`config.mk`:
```
export PLATFORM = sky130hd
export DESIGN_NAME = opb_slave_frontend
export DESIGN_NICKNAME = d
export VERILOG_FILES = /design/src/rtl/opb_slave_frontend.sv
export SDC_FILE = /design/constraint.sdc
export NUM_CORES = 1
export LEC_CHECK = 0
export CAP_MARGIN = 25
export CORE_AREA = 2 2 98 100
export CTS_BUF_LIST = sky130_fd_sc_hd__clkbuf_16
export CTS_CLUSTER_SIZE = 20
export DETAILED_ROUTE_END_ITERATION = 10
export DIE_AREA = 0 0 100 102
export PLACE_DENSITY = 0.82
export SYNTH_ARGS = -nofsm -noshare
export SYNTH_HDL_FRONTEND = slang
export SYNTH_SLANG_ARGS = --single-unit
```
`constraint.sdc`:
```
create_clock -name OPB_CLK -period 5.8 [get_ports OPB_CLK]
set_input_delay 1.16 -clock OPB_CLK [delete_from_list [all_inputs] [get_ports OPB_CLK]]
set_output_delay 1.16 -clock OPB_CLK [all_outputs]
set_load 0.01 [all_outputs]
```
`src/rtl/opb_slave_frontend.sv`:
```
// OPB slave front end: window decode, one-shot decoder strobes, read capture, xferAck.
// Define OPB_SLV_TOUTSUP_EN to drive Sl_toutSup during read strobe/wait cycles.
module opb_slave_frontend #(
  parameter logic [31:0] BASE_ADDR = 32'h8000_0000,
  parameter logic [31:0] WIN_SIZE  = 32'h0001_0000,
  parameter int unsigned RD_WAIT   = 0
) (
  input  logic        OPB_CLK,
  input  logic        OPB_RST,
  input  logic        OPB_select,
  input  logic        OPB_RNW,
  input  logic [31:0] OPB_ABus,
  input  logic [31:0] OPB_DBus,
  output logic        Sl_xferAck,
  output logic [31:0] Sl_DBus,
  output logic        Sl_toutSup,
  output logic        DEC_RE,
  output logic        DEC_WE,
  output logic [31:0] DEC_ADDR,
  output logic [31:0] DEC_DI,
  input  logic [31:0] DEC_DO
);

  typedef enum logic [2:0] {
    S_IDLE,
    S_RD_STB,
    S_RD_WAIT,
    S_ACK,
    S_DONE
  } state_t;

  localparam logic [3:0]  LP_WAIT = 4'(RD_WAIT);
  localparam logic [32:0] LP_LO   = {1'b0, BASE_ADDR};
  localparam logic [32:0] LP_HI   = {1'b0, BASE_ADDR} + {1'b0, WIN_SIZE};

  state_t      r_state;
  state_t      w_next;
  logic [3:0]  r_cnt;
  logic        r_ack;
  logic        r_re;
  logic        r_we;
  logic [31:0] r_dbus;
  logic [31:0] r_addr;
  logic [31:0] r_di;
  logic        w_hit;
  logic        w_start;
  logic        w_cap;

  assign w_hit   = ({1'b0, OPB_ABus} >= LP_LO) &&
                   ({1'b0, OPB_ABus} <  LP_HI);
  assign w_start = (r_state == S_IDLE) && OPB_select && w_hit;
  assign w_cap   = (r_state == S_RD_WAIT) && (w_next == S_ACK);

  always_comb begin
    w_next = r_state;
    unique case (r_state)
      S_IDLE: begin
        if (w_start)
          w_next = OPB_RNW ? S_RD_STB : S_ACK;
      end
      S_RD_STB: begin
        w_next = OPB_select ? S_RD_WAIT : S_IDLE;
      end
      S_RD_WAIT: begin
        if (!OPB_select)
          w_next = S_IDLE;
        else if (r_cnt == 4'd0)
          w_next = S_ACK;
      end
      S_ACK:   w_next = S_DONE;
      S_DONE:  w_next = S_IDLE;
      default: w_next = S_IDLE;
    endcase
  end

  always_ff @(posedge OPB_CLK) begin
    if (OPB_RST) begin
      r_state <= S_IDLE;
      r_cnt   <= 4'd0;
    end else begin
      r_state <= w_next;
      if (r_state == S_RD_STB)
        r_cnt <= LP_WAIT;
      else if (r_state == S_RD_WAIT && r_cnt != 4'd0)
        r_cnt <= r_cnt - 4'd1;
    end
  end

  // Outputs are registered from the next state so they line up with it.
  always_ff @(posedge OPB_CLK) begin
    if (OPB_RST) begin
      r_ack  <= 1'b0;
      r_re   <= 1'b0;
      r_we   <= 1'b0;
      r_dbus <= 32'd0;
      r_addr <= 32'd0;
      r_di   <= 32'd0;
    end else begin
      r_ack  <= (w_next == S_ACK);
      r_re   <= w_start && OPB_RNW;
      r_we   <= w_start && !OPB_RNW;
      r_dbus <= w_cap ? DEC_DO : 32'd0;
      if (w_start) begin
        r_addr <= OPB_ABus;
        r_di   <= OPB_DBus;
      end
    end
  end

`ifdef OPB_SLV_TOUTSUP_EN
  logic r_tos;

  always_ff @(posedge OPB_CLK) begin
    if (OPB_RST)
      r_tos <= 1'b0;
    else
      r_tos <= (w_next == S_RD_STB) || (w_next == S_RD_WAIT);
  end

  assign Sl_toutSup = r_tos;
`else
  assign Sl_toutSup = 1'b0;
`endif

  assign Sl_xferAck = r_ack;
  assign Sl_DBus    = r_dbus;
  assign DEC_RE     = r_re;
  assign DEC_WE     = r_we;
  assign DEC_ADDR   = r_addr;
  assign DEC_DI     = r_di;

endmodule

```
Yosys cells after proc, flatten, opt, wreduce, memory -nomap -nowiden

Cells that the tools add are included.
Widths: inputs -> output; s select.

Register bits after elaboration: 106
Input port bits: 100
Output and inout bits: 100
Word-level logic and storage cells: 35

Add/subtract/negate cells: 1
$lt $le $gt $ge: 2
Equal/unequal tests: 4
Mux-type cells: 6
Bitwise gates (word level): 1
Reduce and logical (&&, ||, !) cells: 13

Operator list:

| kind                 | count |
|---|---|
| $ge 32x32->1 const B | 1 |
| $lt 32x32->1 const B | 1 |
| $pmux 3 s4           | 1 |
| $eq 3x2->1 const B   | 3 |
| $mux 3               | 3 |
| $logic_and 1x1->1    | 7 |
| $logic_not 4->1      | 1 |
| $mux 2               | 2 |
| $reduce_bool 4->1    | 1 |
| $reduce_or 2->1      | 2 |
| $sub 4x1->4 const B  | 1 |
| $eq 3x1->1 const B   | 1 |
| $logic_not 3->1      | 1 |
| $logic_not 1->1      | 1 |
| $not 1->1            | 1 |

Longest topological paths before layout

Depth in word-level cells: 9
Gate-level depth with buffers: 6

Least setup slack after synthesis

Ideal clock, no wire load.

Kind: input to register
Start: in OPB_ABus[21]
End: reg r_addr[6], in the netlist DEC_ADDR[6]
Setup time: 0.132 ns
Data arrival time: 2.510 ns
Required time: 5.668 ns
Slack: 3.158 ns
Stages on the path: 6
Path buffers: 2
Cell sequence: or4b_1 > or2_4 > clkbuf_1 > clkbuf_1 > o21ai_0 > a21oi_1

Longest elaborated chain between the ends: 3
Elaborated cells on any way between the ends: 4
Those cells by class: order compare: 2; reduce/logical: 2

RTL lines:

| item                                         | line   | text |
|---|---|---|
| start: declaration                           | 12     | `input logic [31:0] OPB_ABus,` |
| $ge 32x32->1 or $lt 32x32->1 (tied branches) | 49, 50 |  |
| $logic_and 1x1->1 (*)                        | 49     | `assign w_hit = ({1'b0, OPB_ABus} >= LP_LO) &&` |
| $logic_and 1x1->1 (*)                        | 51     | `assign w_start = (r_state == S_IDLE) && OPB_select && w_hit;` |
| end signal: assignment                       | 104    | `r_addr <= OPB_ABus;` |
| end: declaration                             | 43     | `logic [31:0] r_addr;` |

Mark *: on every way between the ends. The rest lies on a longest branch, timed or not.
A chain may end at the register's enable or synchronous reset.

Final worst setup path

Start: in OPB_ABus[17]
End: reg r_addr[19], in the netlist DEC_ADDR[19]

Same word-level chain as after synthesis.

==> flow_metrics.py <==
metrics = {
    "status": {
        "status": "finished clean",
    },
    "logic_synthesis": {
        "synth_edf_count": 0,
        "synth_top_family_by_area": "simple AND/OR/NAND/NOR gates",
        "synth-seq-cells": 106,
        "netlist_instances": 386,
        "synthArstFlopShare": 0,
        "synth.cell_area_um2": 3650,
        "synth_nets": 487,
        "syn_avg_cell_area_um2": 9.45,
        "yosysMostFrequentCell": "dfxtp_1",
        "synth-compound-area-share": 0.146,
        "synthAdderAreaFrac": 0.00343,
        "synth_xor_area_frac": 0.00720,
        "yosysTopAreaCell": "dfxtp_1",
        "synth_warnings": 0,
        "synth_mux_area_frac": 0,
        "ys.flop_type": "dfxtp_1",
        "yosys.area_share.simple": 0.220,
        "yosys.area.top_type_share": 0.582,
        "netlist_top_cells_count": "106 x dfxtp_1, 51 x a21oi_1, 49 x nand3_1",
        "ys_seq_area_frac": 0.582,
        "yosysUniqueCellTypes": 38,
        "ys_top_cells_by_area": "dfxtp_1 58%, a21oi_1 7.0%, and2_1 6.9%",
    },
    "pwr": {
        "p_int_mw": 1.13,
        "power_frac_comb": 0.057,
        "peakVddDrop_uv": 139,
        "p_leak_nw": 2.08,
        "power_frac_clock": 0.434,
        "switching_share": 0.208,
        "pwr-share-seq": 0.510,
        "switching_power_mw": 0.296,
        "p_total_mw": 1.43,
        "power.density_nw_per_um2": 238,
    },
    "clock_tree": {
        "post_cts_resize_count": 0,
        "htree_num_levels": 3,
        "cts_root_buf": "clkbuf_16",
        "cts_hold_buffers": 0,
        "clk_path_buf_depth": 2,
        "clock_sinks": 106,
        "numCtsBuffers": 9,
        "clk_latency_ns": 0.34,
        "cts_tree": "built",
        "post-cts-setup-buffers": 0,
        "clk_pin_slew_worst_paths_ns": 0.07,
    },
    "final_layout": {
        "drive_gt1_frac": 0.0647,
        "fin_area_um2": 5990,
        "fin_cells": 683,
        "fin_nets": 668,
        "antenna_cells": 0,
        "synthToLayoutAreaGrowth_pct": 64.2,
        "final_util": 0.658,
    },
    "die": {
        "fp.coreArea_um2": 9110,
        "io_pins": 200,
        "initial_utilization": 0.401,
        "fp.dieW_um": 100,
        "die_y_um": 102,
        "rows": 35,
        "dieArea_um2": 10200,
    },
    "job": {
        "maxCapViolations": 0,
    },
    "routing": {
        "wirelength_mm": 10.5,
        "drcViolationCount": 0,
        "drtIter0Drc": 141,
        "vias": 3465,
        "ant_nets": 0,
        "viasPerCell": 5.07,
        "wl_per_cell_um": 15.3,
        "first_pass_iters": 4,
    },
    "timing": {
        "slew_violations": 0,
        "rsz0062_at_grt": "no",
        "max-slew-margin-rel": 0.320,
        "fin_crit_sh": 0.629,
        "hold_violations": 0,
        "clock-skew-final_ns": 0.00838,
        "max_freq_mhz": 274,
        "tightest_slew_ns": 1.02,
        "layout_setup_ws_ns": 2.15,
        "fin_hold_ws_ns": 0.464,
        "finalSetupViolations": 0,
        "setup-tns-final_ns": 0,
        "period_needed_ns": 3.65,
    },
    "grt": {
        "grt_pass1_vias": 3395,
        "antenna_found_initial": 0,
        "grt_overflow_total": 0,
        "grt_pass1_wl_mm": 16.3,
        "grt_max_degree": 57,
        "grt_use_total": 0.199,
    },
    "setup_path": {
        "reg2reg_to": "DEC_ADDR[19]",
        "rr_startpoint": "r_state[0]",
        "crit_fanout": 52,
        "startpoint": "OPB_ABus[17]",
        "arrival_ns": 3.87,
        "critPathCapture": "DEC_ADDR[19]",
        "reg2reg_slack_ns": 3.08,
        "end_kind": "flop",
        "worstPathRequired_ns": 6.02,
        "start_kind": "input pin",
        "r2r.worst_path.cells": 4,
        "crit_type": "input pin to flop",
    },
    "placement": {
        "numPortBuffers": 198,
        "dpl-instance-area_um2": 5660,
        "dp.cells": 666,
        "dp_hpwl_mm": 7.17,
        "gp_congestion": 0.762,
        "place_ws_ns": 1.80,
    },
    "hold_path": {
        "hp-class": "flop to flop",
    },
}
==> area by class of cell <==
class                   count  area [um2]
repair buffers            203        2030
flip-flops and latches    106        2120
multi-input cells         244        1380
inverters                   3        11.3
fillers                   741        3120
well taps                 111         139
clock buffers               9         225
clock inverters             7        81.3
==> cells by family (layout without fill, tap and decap cells) <==
family          Yosys count  in the layout
simple gates            136            136
flops                   106            106
compound gates          103            103
buf+inv                  36            222
xor+xnor                  3              3
fa+ha+maj                 1              1
other cells               1              1
==> cell usage in the layout (no fill, tap or decap), types with 2 or more instances in the layout <==
cell type and instances:
dfxtp_1 106, clkbuf_16 9, nand2b_1 2, nor3b_1 2
nor3_2 7, o21ai_0 47, inv_1 3, clkdlybuf4s50_1 197
a21oi_1 51, buf_4 4, nor3_1 3, inv_6 3
nor2_1 8, nand2_1 11, and2_1 40, nand3_1 49
nor4_1 2, xnor2_1 2
==> per-layer routing <==
metal | wire (um) | track usage
met2 | 5200 | 0.350
met3 | 978 | 0.0663
met5 | 0 | 0
met4 | 149 | 0.0706
met1 | 4140 | 0.226
==> flip-flops by register name (all words and copies together), names as in the netlist <==
signal      flops
DEC_DI         32
DEC_ADDR       32
r_state         3
r_cnt           4
DEC_WE          1
Sl_xferAck      1
DEC_RE          1
Sl_DBus        32
==> worst min path at each step <==
stage | start | to | slack [ns] | cells after the start
after floorplan | r_cnt[2] | r_cnt[2] | 0.45 | 2
after global placement | DEC_ADDR[19] | DEC_ADDR[19] | 0.44 | 1
after detailed placement | DEC_ADDR[24] | DEC_ADDR[24] | 0.45 | 1
after CTS | DEC_ADDR[24] | DEC_ADDR[24] | 0.47 | 1
after global routing | DEC_ADDR[24] | DEC_ADDR[24] | 0.47 | 1
final | DEC_ADDR[24] | DEC_ADDR[24] | 0.46 | 1
==> power by group through the flow <==
stage | clock network [mW] | logic (mW) | registers (mW)
2_1_floorplan | 0 | 0.0109 | 0.744
3_3_place_gp | 0 | 0.0777 | 0.744
3_5_place_dp | 0 | 0.0785 | 0.744
4_1_cts | 0.639 | 0.0793 | 0.727
5_1_grt | 0.660 | 0.0863 | 0.727
6_report | 0.619 | 0.0812 | 0.727
==> worst max-delay path, cell delays in order <==
cell and delay [ns]:
clkdlybuf4s50_1 0.40, nor4_1 0.48, and4_2 0.99, a21oi_1 0.49, and2_1 0.31
(Power assumes the default switching activity.)
==> RTL edit 1: new RTL, same flow settings <==
Add a define of `OPB_SLV_TOUTSUP_EN`.
--- a/src/rtl/opb_slave_frontend.sv
+++ b/src/rtl/opb_slave_frontend.sv
@@ -2,2 +2,4 @@
 // Define OPB_SLV_TOUTSUP_EN to drive Sl_toutSup during read strobe/wait cycles.
+`define OPB_SLV_TOUTSUP_EN
+
 module opb_slave_frontend #(
Formal check against the unedited RTL: not equivalent (a bounded check fails within 4 cycles, from zero or initial values and one cycle with OPB_RST high).
==> RTL edit 1 against the unedited design <==
  * Utilization increased by 0.055 points
  * Clock power decreased by 2%
  * Sequential cell count increased by 1
  * Via count decreased by 1.8%
  * Sequential share of layout area increased by 0.30 points
  * Cell count decreased by 0.59%
  * Routed wire length decreased by 1.8%
  * Area after synthesis increased by 1.8%
  * Non-clock buffer count increased by 1
  * First-iteration DRC count decreased by 16%
  * Total power increased by 0.12%
  * Cell area about the same
  * Setup slack improved by 0.76 ns
  * Largest cell class unchanged
  * Largest power group unchanged
==> RTL edit 1: results (changes against the unedited design) <==
- Count of fill cells added during filler insertion: 722 (-2.6%)
- Via-per-instance ratio: 5.01 (-1.2%)
- Leading post-synthesis cells by instance count: dfxtp_1 (107), a21oi_1 (52), nand3_1 (50), o21ai_0 (48), and2_1 (35)
- HPWL after DPL: 7.40 mm (+3.2%)
- Worst slew slack as a fraction of its limit: 34.9% (+2.9 points)
- Cells taking the most area after synthesis: dfxtp_1 (58%), a21oi_1 (7.0%), nand3_1 (6.7%), o21ai_0 (6.5%), and2_1 (5.9%)
- Share of cells above drive strength 1: 5.11% (-1.4 points)
- Ant diodes: 0 (unchanged)
- Average wire per cell in the routed design: 15.1 um (-1.3%)
- Post-Syn Instances: 382 (-1.0%)
- Worst Path Max Fanout: 49 (-5.8%)
- Largest net degree at the start of global routing: 73 (+28%)
- Post-synthesis cell type count: 31 (-18%)
- Data arrival time at the worst-slack endpoint: 3.14 ns (-0.73 ns)
- Instance count after placement with tap cells included: 663 (-0.45%)
- Vias in the first global route: 3288 (-3.2%)
- Total track usage: 19.7% (-0.15 points)
- Part of the Yosys area used for sequential elements: 57.7% (-0.50 points)
- Detailed router's first-iteration violation count: 118 (-16%)
- Leakage power: 0.00209 uW (+0.66%)
- CP peak stage delay: 0.77 ns (-0.22 ns)
- Wire length of the first global-routing pass: 15.9 mm (-2.1%)
- Run status: complete, no violations
- Crit path max-delay cell type: and2_2
- Total iterations of the first detailed-routing run: 4 (unchanged)
- Peak supply drop: 0.139 mV (about the same)
- Synthesized netlist net count: 483 (-0.82%)
- RD Place Congestion: 0.771 (+1.2%)
- Count of buffers from port buffering: 199 (+0.51%)
- Cell Count, Final, Fillers Out: 679 (-0.59%)
- Worst clock skew: 0.0100 ns (+0.00165 ns)
- Clock buffer depth: 2 (unchanged)
RTL edit 1: changes by cell type in the layout (fill, tap and decap cells not counted), moves of 2 or more:
cell	delta
nor3b_1	+15
and2_1	-6
nor4_1	-2
nand3b_1	+2
nand2b_1	-2
nand2_1	-9
nor2_1	+2
nor3_2	-7
xor2_1	+2
nor4_4	+2
RTL edit 1: worst max-delay path, delay by kind of cell:
family	cells	cell delay (ns)
AND/OR/NAND/NOR	4	1.53
buffers and inverters	1	0.45
RTL edit 1: kinds of logic (layout without fill, tap and decap cells):
logic type               after synthesis  count (layout)  share of synthesized area (%)
XOR/XNOR                               4               4                          0.943
flip-flops                           107             107                           57.7
AND/OR/NAND/NOR                      131             131                           21.9
buffers and inverters                 37             223                           5.29
AO/OA/AOI/OAI                        102             102                           13.9
adder cells (fa/ha/maj)                1               1                          0.337
RTL edit 1: path summary, 6_finish.rpt:
path | from | to | slack [ns] | cells past startpoint
worst max-delay path | OPB_ABus[16] | DEC_WE | 2.91 | 5
worst min-delay path | DEC_ADDR[31] | DEC_ADDR[31] | 0.46 | 2
worst max register to register | r_state[2] | DEC_DI[16] | 3.86 | 5
worst min register to register | DEC_ADDR[31] | DEC_ADDR[31] | 0.46 | 2
RTL edit 1: through the flow:
| stage | util, % | setup slack (ns) | total power, uW | instance area, sq um |
|---|---|---|---|---|
| floorplan | - | 3.50 | 767 | 3710 |
| global route | 65.8 | 2.72 | 1490 | 5990 |
| finish | 65.8 | 2.91 | 1430 | 5990 |
| global placement | 62.5 | 2.62 | 838 | 5690 |
| CTS | 65.8 | 2.90 | 1450 | 5990 |
| detailed placement | 62.5 | 2.52 | 838 | 5690 |
RTL edit 1: final cells by class:
| type | instances | area (sq um) | share of cell area, % |
|---|---|---|---|
| Sequential cell | 107 | 2140 | 35.7 |
| Timing Repair Buffer | 204 | 2020 | 33.8 |
| Multi-Input combinational cell | 238 | 1380 | 23.0 |
| Clock buffer | 9 | 225 | 3.76 |
| Tap cell | 111 | 139 | 2.32 |
| Clock inverter | 7 | 75.1 | 1.25 |
| Inverter | 3 | 11.3 | 0.188 |
RTL edit 1: metal layers:
metal | wire length [um] | global-route usage (%) | up-vias
li1 | - | - | 1678
met1 | 4250 | 23.5 | 1542
met2 | 4780 | 32.2 | 176
met3 | 1200 | 8.89 | 6
met4 | 52 | 5.90 | 0
met5 | 0 | 0 | -
RTL edit 1: report_power, final:
group / switching (uW) / internal, uW / total [uW]
Clock: 269 / 339 / 607
Sequential: 0.00165 / 734 / 734
Combinational: 26.0 / 61.1 / 87.1
==> RTL edit 2: new RTL, same flow settings <==
Without the edit above. Encoding of `state_t`: now Gray code (3 bits for 5 states).
--- a/src/rtl/opb_slave_frontend.sv
+++ b/src/rtl/opb_slave_frontend.sv
@@ -24,7 +24,7 @@
   typedef enum logic [2:0] {
-    S_IDLE,
-    S_RD_STB,
-    S_RD_WAIT,
-    S_ACK,
-    S_DONE
+    S_IDLE    = 3'b000,
+    S_RD_STB  = 3'b001,
+    S_RD_WAIT = 3'b011,
+    S_ACK     = 3'b010,
+    S_DONE    = 3'b110
   } state_t;
Check against the original RTL: same outputs for any inputs over 10 cycles, from zero or initial values and one cycle with OPB_RST high; not proved beyond that.
==> RTL edit 2 against the unedited design <==
  * First-iteration DRC count down 7.8%
  * Setup slack better by 0.40 ns
  * Die area unchanged
  * Critical endpoint is now DEC_DI[16]
  * Critical path type unchanged
  * Utilization up 4.0 points
  * Total power up 2.8%
  * Cell area up 6.1%
  * Routed wire length up 2.2%
  * Hold slack worse by 0.00068 ns
  * Area after synthesis up 14%
  * Sequential cell count unchanged
==> RTL edit 2: results (changes against the unedited design) <==
- Run status: complete, no violations
- HPWL after DPL: 7.28 mm (+1.5%)
- Antenna violations before repair: 0 (unchanged)
- Average wire per cell in the routed design: 15.9 um (+3.5%)
- Wire length of the first global-routing pass: 16.6 mm (+2.0%)
- Synthesized netlist net count: 491 (+0.82%)
- Multiplexer share of the synthesized area: 0.241% (+0.24 points)
- Count of buffers from port buffering: 198 (unchanged)
- Total track usage: 20.3% (+0.41 points)
- Via-per-instance ratio: 5.31 (+4.7%)
- Share of cells above drive strength 1: 7.82% (+1.3 points)
- Complex-gate fraction of the synthesized area: 7.29% (-7.3 points)
- Part of the Yosys area used for sequential elements: 51.1% (-7.1 points)
- Crit path max-delay cell type: and2_4
- CP peak stage delay: 0.72 ns (-0.27 ns)
- Data arrival time at the worst-slack endpoint: 3.43 ns (-0.44 ns)
- RD Place Congestion: 0.765 (+0.39%)
- Proportion of register bits with asynchronous set or reset after synthesis: 0% (unchanged)
- Worst clock skew: 0.00823 ns (-0.000146 ns)
- Root cell of the clock tree: clkbuf_16
- Ant diodes: 0 (unchanged)
- Insertion delay to the later sink of the worst-skew pair: 0.33 ns
- Vias in the first global route: 3409 (+0.41%)
- Inserted Clock Buffers: 9 (unchanged)
- Worst Path Max Fanout: 64 (+23%)
- Warning count from the yosys run: 0 (unchanged)
- Dpl cell area: 6030 sq um (+6.5%)
- Worst slew slack as a fraction of its limit: 28.8% (-3.2 points)
- Cells taking the most area after synthesis: dfxtp_1 (51%), nand4b_1 (11%), nand2b_1 (7.2%), and4_1 (7.0%), nor3b_2 (4.5%)
- Leakage power: 0.00221 uW (+6.2%)
- Min-delay worst type: reg2reg
- Largest net degree at the start of global routing: 80 (+40%)
- Area share of xor/xnor cells in the synthesized design: 0.422% (-0.30 points)
- Post-synthesis adder-cell area fraction: 0.301% (-0.042 points)
- Net count, final: 659 (-1.3%)
- Post-synthesis cell type count: 38 (unchanged)
- Total iterations of the first detailed-routing run: 4 (unchanged)
- Clock transition at path regs: 0.07 ns (about the same)
- Leading post-synthesis cells by instance count: dfxtp_1 (106), nand4b_1 (50), nand2b_1 (48), and4_1 (33), o21ai_0 (32)
- Deepest level of the CTS H-tree: 3 (unchanged)
- Peak supply drop: 0.172 mV (+24%)
- Detailed router's first-iteration violation count: 130 (-7.8%)
- Total setup buffers inserted after CTS: 0 (unchanged)
-- RTL edit 2: critical path, delay by kind of cell --
kind	cells	cell delay (ns)
AND/OR/NAND/NOR	3	1.60
buffers and inverters	1	0.40
AO/OA/AOI/OAI	1	0.21
-- RTL edit 2: per-stage QoR --
stage               worst slack, ns  instances  power [uW]  hold slack [ns]
floorplan                      3.45        390         766            0.472
global placement               2.25        658         836            0.452
detailed placement             2.22        658         837            0.455
CTS                            2.57        674        1480            0.466
global route                   2.40        674        1520            0.483
finish                         2.55        674        1470            0.464
-- RTL edit 2: logic make-up after synthesis --
family,count (synthesis)
mux,1
simple gates,177
other cells,1
compound gates,55
xor+xnor,2
flops,106
buf+inv,47
fa+ha+maj,1
-- RTL edit 2: layout make-up --
class	count	area (sq um)
flip-flops and latches	106	2120
clock inverters	7	98.8
repair buffers	201	2000
well taps	111	139
fillers	687	2760
inverters	3	11.3
multi-input cells	237	1760
clock buffers	9	225
-- RTL edit 2: final timing paths --
kind | to | slack [ns] | from | cells after the start
setup / recovery | DEC_DI[16] | 2.55 | OPB_ABus[25] | 5
hold / removal | DEC_ADDR[13] | 0.46 | DEC_ADDR[13] | 2
setup reg to reg | Sl_DBus[2] | 3.48 | r_cnt[0] | 5
hold reg to reg | DEC_ADDR[13] | 0.46 | DEC_ADDR[13] | 2
-- RTL edit 2: where the power goes --
group	switching [uW]	leakage, uW	internal (uW)	total [uW]
registers	0.00193	0.000853	727	727
logic	23.6	0.00120	69.4	93.0
clock network	266	0.000156	381	647
-- RTL edit 2: per-layer routing --
metal,vias to the layer above,share of wire [%],global-route usage (%)
met1,1664,42,24.9
met2,165,47,33.5
met3,11,9.5,6.91
met5,-,0,0
li1,1741,-,-
met4,0,1.4,7.17
